[src/rtl/fir_mac_sequencer.sv]
// fir_mac_sequencer: time-multiplexed N-tap FIR with one shared 16x16 MAC, one tap per clock.
// Samples arrive over valid/ready; coefficients are runtime-loadable while the engine is idle.
// Optional feature macro: FIR_SAT_EN (clamp the shifted result to the DW-bit signed range;
// when undefined the result wraps to its low DW bits).
module fir_mac_sequencer #(
  parameter int unsigned TAPS = 57,
  parameter int unsigned DW   = 16,
  parameter int unsigned FRAC = 14,
  parameter int unsigned AW   = 6
) (
  input  logic                 clk_i,
  input  logic                 rst_i,
  input  logic                 in_valid_i,
  output logic                 in_ready_o,
  input  logic signed [DW-1:0] in_data_i,
  output logic                 out_valid_o,
  output logic signed [DW-1:0] out_data_o,
  input  logic                 coef_we_i,
  input  logic [AW-1:0]        coef_addr_i,
  input  logic signed [DW-1:0] coef_data_i,
  output logic                 busy_o
);

  localparam int unsigned AccW = 2 * DW + AW;
  localparam logic [AW-1:0] LastIdx = AW'(TAPS - 1);

  typedef enum logic [1:0] {StIdle, StLoad, StMac, StOut} state_e;

  state_e               state_q;
  logic signed [DW-1:0] coef_q [TAPS];
  logic signed [DW-1:0] x_q    [TAPS];
  logic [AW-1:0]        wr_ptr_q;
  logic [AW-1:0]        rd_ptr_q;
  logic [AW-1:0]        k_q;
  logic signed [DW-1:0] sample_q;
  logic signed [AccW-1:0] acc_q;
  logic                 out_valid_q;
  logic signed [DW-1:0] out_data_q;

  logic signed [2*DW-1:0] prod;
  logic signed [AccW-1:0] prod_ext;
  logic signed [DW-1:0]   out_conv;
  logic                   coef_wr_en;

  // Handshake outputs are decoded straight from the state register.
  always_comb begin
    in_ready_o  = (state_q == StIdle);
    busy_o      = (state_q != StIdle);
    out_valid_o = out_valid_q;
    out_data_o  = out_data_q;
  end

  // Coefficient writes land only in IDLE and only for in-range tap indices.
  always_comb begin
    coef_wr_en = coef_we_i && (state_q == StIdle) && (32'(coef_addr_i) < TAPS);
  end

  // Full-precision product of the current tap, sign-extended to accumulator width.
  always_comb begin
    prod     = x_q[rd_ptr_q] * coef_q[k_q];
    prod_ext = {{AW{prod[2*DW-1]}}, prod};
  end

`ifdef FIR_SAT_EN
  localparam int unsigned ShW = AccW - FRAC;
  localparam logic signed [ShW-1:0] SatMax = {{(ShW - DW + 1){1'b0}}, {(DW - 1){1'b1}}};
  localparam logic signed [ShW-1:0] SatMin = {{(ShW - DW + 1){1'b1}}, {(DW - 1){1'b0}}};
  logic signed [ShW-1:0] shifted;

  // Arithmetic shift then clamp into the signed DW-bit range.
  always_comb begin
    shifted = ShW'(acc_q >>> FRAC);
    if (shifted > SatMax) begin
      out_conv = {1'b0, {(DW - 1){1'b1}}};
    end else if (shifted < SatMin) begin
      out_conv = {1'b1, {(DW - 1){1'b0}}};
    end else begin
      out_conv = shifted[DW-1:0];
    end
  end
`else
  // Arithmetic shift keeping only the low DW bits (two's-complement wrap).
  always_comb begin
    out_conv = acc_q[FRAC +: DW];
  end
`endif

  // Coefficient file, cleared on reset.
  always_ff @(posedge clk_i or posedge rst_i) begin
    if (rst_i) begin
      for (int i = 0; i < int'(TAPS); i++) begin
        coef_q[i] <= '0;
      end
    end else if (coef_wr_en) begin
      coef_q[coef_addr_i] <= coef_data_i;
    end
  end

  // Circular sample history; the latched sample is committed during LOAD.
  always_ff @(posedge clk_i or posedge rst_i) begin
    if (rst_i) begin
      for (int i = 0; i < int'(TAPS); i++) begin
        x_q[i] <= '0;
      end
    end else if (state_q == StLoad) begin
      x_q[wr_ptr_q] <= sample_q;
    end
  end

  // Sequencer FSM with its datapath registers and registered outputs.
  always_ff @(posedge clk_i or posedge rst_i) begin
    if (rst_i) begin
      state_q     <= StIdle;
      wr_ptr_q    <= '0;
      rd_ptr_q    <= '0;
      k_q         <= '0;
      sample_q    <= '0;
      acc_q       <= '0;
      out_valid_q <= 1'b0;
      out_data_q  <= '0;
    end else begin
      out_valid_q <= 1'b0;
      unique case (state_q)
        StIdle: begin
          if (in_valid_i) begin
            sample_q <= in_data_i;
            state_q  <= StLoad;
          end
        end
        StLoad: begin
          acc_q    <= '0;
          k_q      <= '0;
          rd_ptr_q <= wr_ptr_q;
          state_q  <= StMac;
        end
        StMac: begin
          acc_q <= acc_q + prod_ext;
          k_q   <= k_q + AW'(1);
          // Read pointer walks backwards through history, wrapping below zero.
          rd_ptr_q <= (rd_ptr_q == '0) ? LastIdx : rd_ptr_q - AW'(1);
          if (k_q == LastIdx) begin
            state_q <= StOut;
          end
        end
        StOut: begin
          out_data_q  <= out_conv;
          out_valid_q <= 1'b1;
          wr_ptr_q    <= (wr_ptr_q == LastIdx) ? '0 : wr_ptr_q + AW'(1);
          state_q     <= StIdle;
        end
        default: state_q <= StIdle;
      endcase
    end
  end

endmodule

[config.mk]
export PLATFORM = sky130hd
export DESIGN_NAME = fir_mac_sequencer
export DESIGN_NICKNAME = d
export VERILOG_FILES = /design/src/rtl/fir_mac_sequencer.sv
export SDC_FILE = /design/constraint.sdc
export NUM_CORES = 2
export LEC_CHECK = 0
export CORE_MARGIN = 5
export CORE_UTILIZATION = 40
export DETAILED_ROUTE_END_ITERATION = 12
export GPL_TIMING_DRIVEN = 1
export PLACE_DENSITY = 0.6
export SETUP_SLACK_MARGIN = 0.4
export SLEW_MARGIN = 20
export SYNTH_ARGS = -nofsm -noshare
export SYNTH_HDL_FRONTEND = slang
export SYNTH_SLANG_ARGS = --single-unit
[constraint.sdc]
create_clock -name clk_i -period 65.5 [get_ports clk_i]
set_input_delay 13.1 -clock clk_i [delete_from_list [all_inputs] [get_ports clk_i]]
set_output_delay 13.1 -clock clk_i [all_outputs]
set_load 0.02 [all_outputs]
# Word level (Yosys, flattened, before mapping)
# Cells that the tools add are included.
classes:
  bitwise_logic: 4
  n_mul: 1
  reduce_logical: 10
  add_sub_neg: 4
  mux: 21
  magnitude_cmp: 7
  eq_ne: 7
op_table:
  columns: ["operator", "count"]
  rows:
  - ["bitwise mux 912 bit", 2]
  - ["binary-select mux 16 bit (select 6 bit)", 2]
  - ["demux 16 bit (select 6 bit)", 2]
  - ["two-way mux 16 bit", 6]
  - ["one-hot mux 38 bit (2 select lines)", 1]
  - ["adder 38 x 32 -> 38 bit", 1]
  - ["multiplier 16 x 16 -> 32 bit", 1]
  - [">= comparator 7 bit, second input constant", 4]
  - ["NOT 6 -> 7 bit", 4]
  - ["one-hot mux 6 bit (2 select lines)", 2]
  - ["less-than comparator 7 x 1 -> 1 bit, second input constant", 2]
  - ["adder 6 x 1 -> 6 bit, second input constant", 2]
  - ["== test 6 bit, second input constant", 2]
  - ["two-way mux 6 bit", 2]
  - ["one-hot mux 2 bit (4 select lines)", 1]
  - ["logical NOT 6 bit", 1]
  - ["less-than comparator 6 bit, second input constant", 1]
  - ["subtractor 6 x 1 -> 6 bit, second input constant", 1]
  - ["== test 2 bit, second input constant", 2]
  - ["logical AND 1 bit", 4]
  - ["two-way mux 2 bit", 2]
  - ["inequality test 2 bit, second input constant", 2]
  - ["AND reduction 2 bit", 2]
  - ["nonzero test 2 bit", 2]
  - ["other kinds (3)", 3]
totals:
  inputBits: 42
  reg_bits: 1915
  wordCells: 176

# Depth between registers and ports, before layout
depth:
  depth_word: 7
  ltp_mapped: 34

# Worst setup path before layout
# Ideal clock, no wire load.
synth_timing:
  path_kind: "input port to flip-flop"
  startpoint: "in coef_addr_i[5]"
  endpoint: "reg coef_q[272] (netlist bit)"
  path_stages: 6
  arrival_ps: 15028
  setup_ps: 125
  path_slack_ps: 50347
  t_required_ps: 65375
  path_cell_list: "clkbuf_1 -> or3b_2 -> clkbuf_1 -> nor2_1 -> clkbuf_1 -> mux2_2"
synth_between:
  elab_chain_cells: 6
  word_cells_on_any_way: 9
synth_rtl:
  columns: ["item", "line", "rtl"]
  rows:
  - ["start: declaration", "19", "input logic [AW-1:0] coef_addr_i,"]
  - ["NOT 6 -> 7 bit (not written as such)", "95", "coef_q[coef_addr_i] <= coef_data_i;"]
  - [">= comparator 7 bit (not written as such) / less-than comparator 7 x 1 -> 1 bit (equally long branches)", "95", null]
  - ["logical AND 1 bit (not written as such)", "95", null]
  - ["two-way mux 16 bit (not written as such)", "95", null]
  - ["demux 16 bit (select 6 bit)", "95", null]
  - ["bitwise mux 912 bit", "95", null]
  - ["end signal: indexed assignment", "95", null]
  - ["end: declaration", "30", "logic signed [DW-1:0] coef_q [TAPS];"]
# Several ways; a longest one is shown, not always the timed one.
# A chain may end at the register's enable or synchronous reset.

==> impl_results.rst <==
.. list-table::
   :header-rows: 1

   * - Metric
     - Value
   * - # nets final
     - 6771
   * - Share of the yosys chip area belonging to registers
     - 0.495
   * - Number of max-slew violations in the final report
     - 0
   * - Total power consumption of the routed design
     - 3.79 mW
   * - First-pass iteration count of the detailed router
     - 5
   * - Critical register-to-register path endpoint
     - acc_q[29]
   * - Max Fanout on Critical Path
     - 144
   * - Main combinational cell family by area after synthesis
     - multiplexers
   * - Most used flip-flop cell after synthesis
     - sky130_fd_sc_hd__dfrtp_1
   * - CTS hold repair buffers
     - 0
   * - Worst setup path endpoint
     - sample_q[6]
   * - Antenna violations before repair
     - 19
   * - Register-to-Register Setup Slack
     - 54.47 ns
   * - Core outline area
     - 0.240 mm^2
   * - Crit path arrival time
     - 18.08 ns
   * - Fraction of synthesis flops using an asynchronous set or reset pin
     - 1.00
   * - Area growth from synthesis to final layout
     - 11.2%
   * - Placed instance count
     - 9328
   * - Logic depth of the worst register-to-register path
     - 27
   * - Clock skew after layout
     - 0.0747 ns
   * - Number of storage elements in the synthesis netlist
     - 1907
   * - Min-delay worst type
     - reg2reg
   * - Routability congestion estimate from global placement
     - 0.813
   * - Detail-routed via count per cell
     - 5.56
   * - Via count of the first global-routing pass
     - 58100
   * - Maximum operating frequency
     - 57.9 MHz
   * - Initial core utilization
     - 0.401
   * - GRT Resource Usage Total
     - 0.196
   * - Critical path data required time
     - 66.32 ns
   * - Multiplexer share of the synthesized area
     - 0.348
   * - Most frequent cell after synthesis
     - sky130_fd_sc_hd__dfrtp_1
   * - Starting DRC count in detailed routing
     - 3690
   * - Area enclosed by the die boundary
     - 0.251 mm^2
   * - Post-DP HPWL
     - 150 mm
   * - Filler cell count in the final layout
     - 21300
   * - Synth Area in XOR/XNOR
     - 0.00446
   * - P_leak
     - 50.3 nW
   * - Boundary pin count
     - 61
   * - Total of max-cap violations
     - 0
   * - CP Launch Point
     - rst_i
   * - Non-filler instance count after layout
     - 9714
   * - Result of the run
     - finished with violations
   * - Maximum clock path buffer count
     - 3
   * - Setup-violating endpoint count in the final report
     - 0
   * - Measured slew at the worst slew-check pin
     - 1.18 ns
   * - Total standard cell area after synthesis
     - 0.0963 mm^2
   * - GR Overflow Total
     - 0
   * - Layout cell share with drive strength beyond 1
     - 0.460
   * - Startpoint types
     - primary input
   * - Synthesized netlist cell count
     - 6459
   * - Number of gates given a new drive strength after cts
     - 0
   * - H-tree level count
     - 4
   * - Post-detailed-route DRC marker count
     - 0
   * - Synth Area in Adders
     - 0.0707
   * - Total setup buffers inserted after CTS
     - 0
   * - Skew-Pair Late Insertion Delay
     - 0.87 ns
   * - Cell at the root of the clock tree
     - sky130_fd_sc_hd__clkbuf_16
   * - Element type at the critical path end
     - asynchronous set/reset pin
   * - Clock-pin slew of the registers on the worst-case setup and hold paths
     - 0.06 ns
   * - Count of input and output buffers
     - 60
   * - Synth area leader
     - sky130_fd_sc_hd__dfrtp_1
   * - Antenna-violating nets left
     - 1
   * - Wire length of the first global-routing pass
     - 376 mm
   * - Synth top area share
     - 0.495
   * - Post-synth EDFFs
     - 0
   * - Simple-gate portion of the synthesized area
     - 0.0286
   * - Period minus WS final
     - 17.26 ns
   * - Violations in the final reports
     - antenna rules
   * - Clock sink count
     - 1907
   * - Fin Setup TNS
     - 0 ns
   * - Die Width
     - 501 um
   * - Number of warnings issued by yosys
     - 0
   * - Most instantiated cells after synthesis
     - sky130_fd_sc_hd__dfrtp_1 (1907), sky130_fd_sc_hd__mux2_2 (1860), sky130_fd_sc_hd__mux4_2 (550), sky130_fd_sc_hd__clkbuf_1 (401), sky130_fd_sc_hd__inv_1 (372)
   * - FP Rows
     - 180
   * - Worst slew slack as a fraction of its limit
     - 0.213
   * - Largest net degree at the start of global routing
     - 193
   * - Count of distinct cell types in the synthesized netlist
     - 58
   * - Number of nets produced by synthesis
     - 6880
   * - Post-synthesis area per instance
     - 14.9 um^2
   * - Power per cell area
     - 35.4 mW/mm^2
   * - Hold Vio Cnt, Final
     - 0
   * - Final worst-path cycle share
     - 0.264
   * - Wire length per cell
     - 25.1 um
   * - Startpoint of the lowest-slack register-to-register path
     - k_q[0]
   * - Via count
     - 54000
   * - RSZ-0062 raised after global routing
     - no
   * - Area contributors post-synth
     - sky130_fd_sc_hd__dfrtp_1 (50%), sky130_fd_sc_hd__mux2_2 (22%), sky130_fd_sc_hd__mux4_2 (13%)
   * - Clock tree from TritonCTS
     - yes
   * - TritonCTS Buffers
     - 202
   * - Die Y
     - 501 um
   * - Path type of the worst setup path
     - in2async
   * - Compound-gate portion of the synthesized area
     - 0.0146
   * - Worst voltage drop across the vdd grid
     - 38.8 uV
   * - Final WL
     - 244 mm
worst max-delay path: stages:
cell	delay [ns]
sky130_fd_sc_hd__clkdlybuf4s50_1	0.44
sky130_fd_sc_hd__clkinvlp_4	0.33
sky130_fd_sc_hd__buf_12	0.48
sky130_fd_sc_hd__buf_4	0.88
sky130_fd_sc_hd__buf_4	0.88
sky130_fd_sc_hd__buf_4	0.79
sky130_fd_sc_hd__buf_6	0.71
metrics by stage:
stage                     hold WS (ns)  setup WS, ns  cell area [um^2]   util
after floorplan                  0.474         25.94             96300      -
after global placement           0.482         46.99            100000  0.416
after detailed placement         0.488         46.83            100000  0.417
after CTS                        0.501         47.79            107000  0.446
after global routing             0.505         47.54            107000  0.446
final                            0.498         48.24            107000  0.446
sequential cells by signal, summed over array words and instances, names as in the netlist:
| name | count |
|---|---|
| rd_ptr_q | 6 |
| x_q | 912 |
| k_q | 6 |
| sample_q | 16 |
| acc_q | 30 |
| wr_ptr_q | 6 |
| out_valid_o | 1 |
| state_q | 2 |
| out_data_o | 16 |
| coef_q | 912 |
power by group:
group	leakage, nW	internal (mW)	switching (mW)
Combinational	20.7	0.488	0.591
Sequential	26.2	1.35	0.183
Clock	3.38	0.682	0.495
cells by family (layout without fill, tap and decap cells):
logic type                 count (synthesis)  count (layout)
and+or+nand+nor                          576             576
xor gates and xnor gates                  49              49
adders and majority gates                379             379
DFF                                     1907            1907
muxes                                   2430            2430
AOI/OAI and AO/OA                        221             221
buffers and inverters                    897             955
other                                      0              12
layout make-up:
| class | instances | area (um^2) | area share |
|---|---|---|---|
| antenna | 12 | 30.0 | 0.000280 |
| clock buffer | 312 | 6030 | 0.0563 |
| clock inverter | 59 | 938 | 0.00876 |
| tap | 3185 | 3990 | 0.0372 |
| timing repair buffer | 208 | 1810 | 0.0169 |
| inverter | 376 | 1420 | 0.0132 |
| sequential | 1907 | 47800 | 0.446 |
| multi-input combinational | 3655 | 45100 | 0.421 |
placed cells by master, fill, tap and decap left out, types with 10 or more instances in the layout:
cell type	instances
sky130_fd_sc_hd__o21ai_0	58
sky130_fd_sc_hd__nor2_2	62
sky130_fd_sc_hd__and2_1	100
sky130_fd_sc_hd__nor2_1	62
sky130_fd_sc_hd__bufinv_16	11
sky130_fd_sc_hd__clkinv_2	21
sky130_fd_sc_hd__xnor2_1	34
sky130_fd_sc_hd__a22oi_1	38
sky130_fd_sc_hd__ha_1	102
sky130_fd_sc_hd__buf_4	141
sky130_fd_sc_hd__nand2_1	211
sky130_fd_sc_hd__clkinv_16	12
sky130_fd_sc_hd__clkdlybuf4s50_1	44
sky130_fd_sc_hd__o22ai_1	27
sky130_fd_sc_hd__diode_2	12
sky130_fd_sc_hd__mux4_2	550
sky130_fd_sc_hd__nand4_1	12
sky130_fd_sc_hd__nor3_1	10
sky130_fd_sc_hd__clkbuf_1	54
sky130_fd_sc_hd__fa_1	276
sky130_fd_sc_hd__dfrtp_1	1884
sky130_fd_sc_hd__nor2b_1	37
sky130_fd_sc_hd__mux2i_1	20
sky130_fd_sc_hd__nand3_1	28
sky130_fd_sc_hd__inv_1	371
sky130_fd_sc_hd__mux2_2	1860
sky130_fd_sc_hd__clkbuf_16	202
sky130_fd_sc_hd__a21oi_1	38
sky130_fd_sc_hd__nand2b_1	16
sky130_fd_sc_hd__clkbuf_8	56
sky130_fd_sc_hd__xor2_1	15
sky130_fd_sc_hd__dfrtp_4	17
metal layers:
| metal | share of wire | vias to the layer above | track usage | wire [um] |
|---|---|---|---|---|
| met5 | 0.000053 | - | 0 | 13 |
| met4 | 0.022 | 2 | 0.0466 | 5350 |
| met3 | 0.052 | 308 | 0.0334 | 12600 |
| met2 | 0.46 | 1099 | 0.305 | 112000 |
| met1 | 0.47 | 29700 | 0.289 | 113000 |
| li1 | - | 22900 | - | - |
worst min-delay path by stage:
| stage | from | to | slack [ns] | cells past startpoint |
|---|---|---|---|---|
| 2_1_floorplan | x_q[105] | x_q[105] | 0.47 | 1 |
| 3_3_place_gp | coef_q[899] | coef_q[899] | 0.48 | 1 |
| 3_5_place_dp | x_q[611] | x_q[611] | 0.49 | 1 |
| 4_1_cts | x_q[801] | x_q[801] | 0.50 | 1 |
| 5_1_grt | x_q[620] | x_q[620] | 0.50 | 1 |
| 6_report | x_q[798] | x_q[798] | 0.50 | 1 |
(Power assumes the default switching activity.)
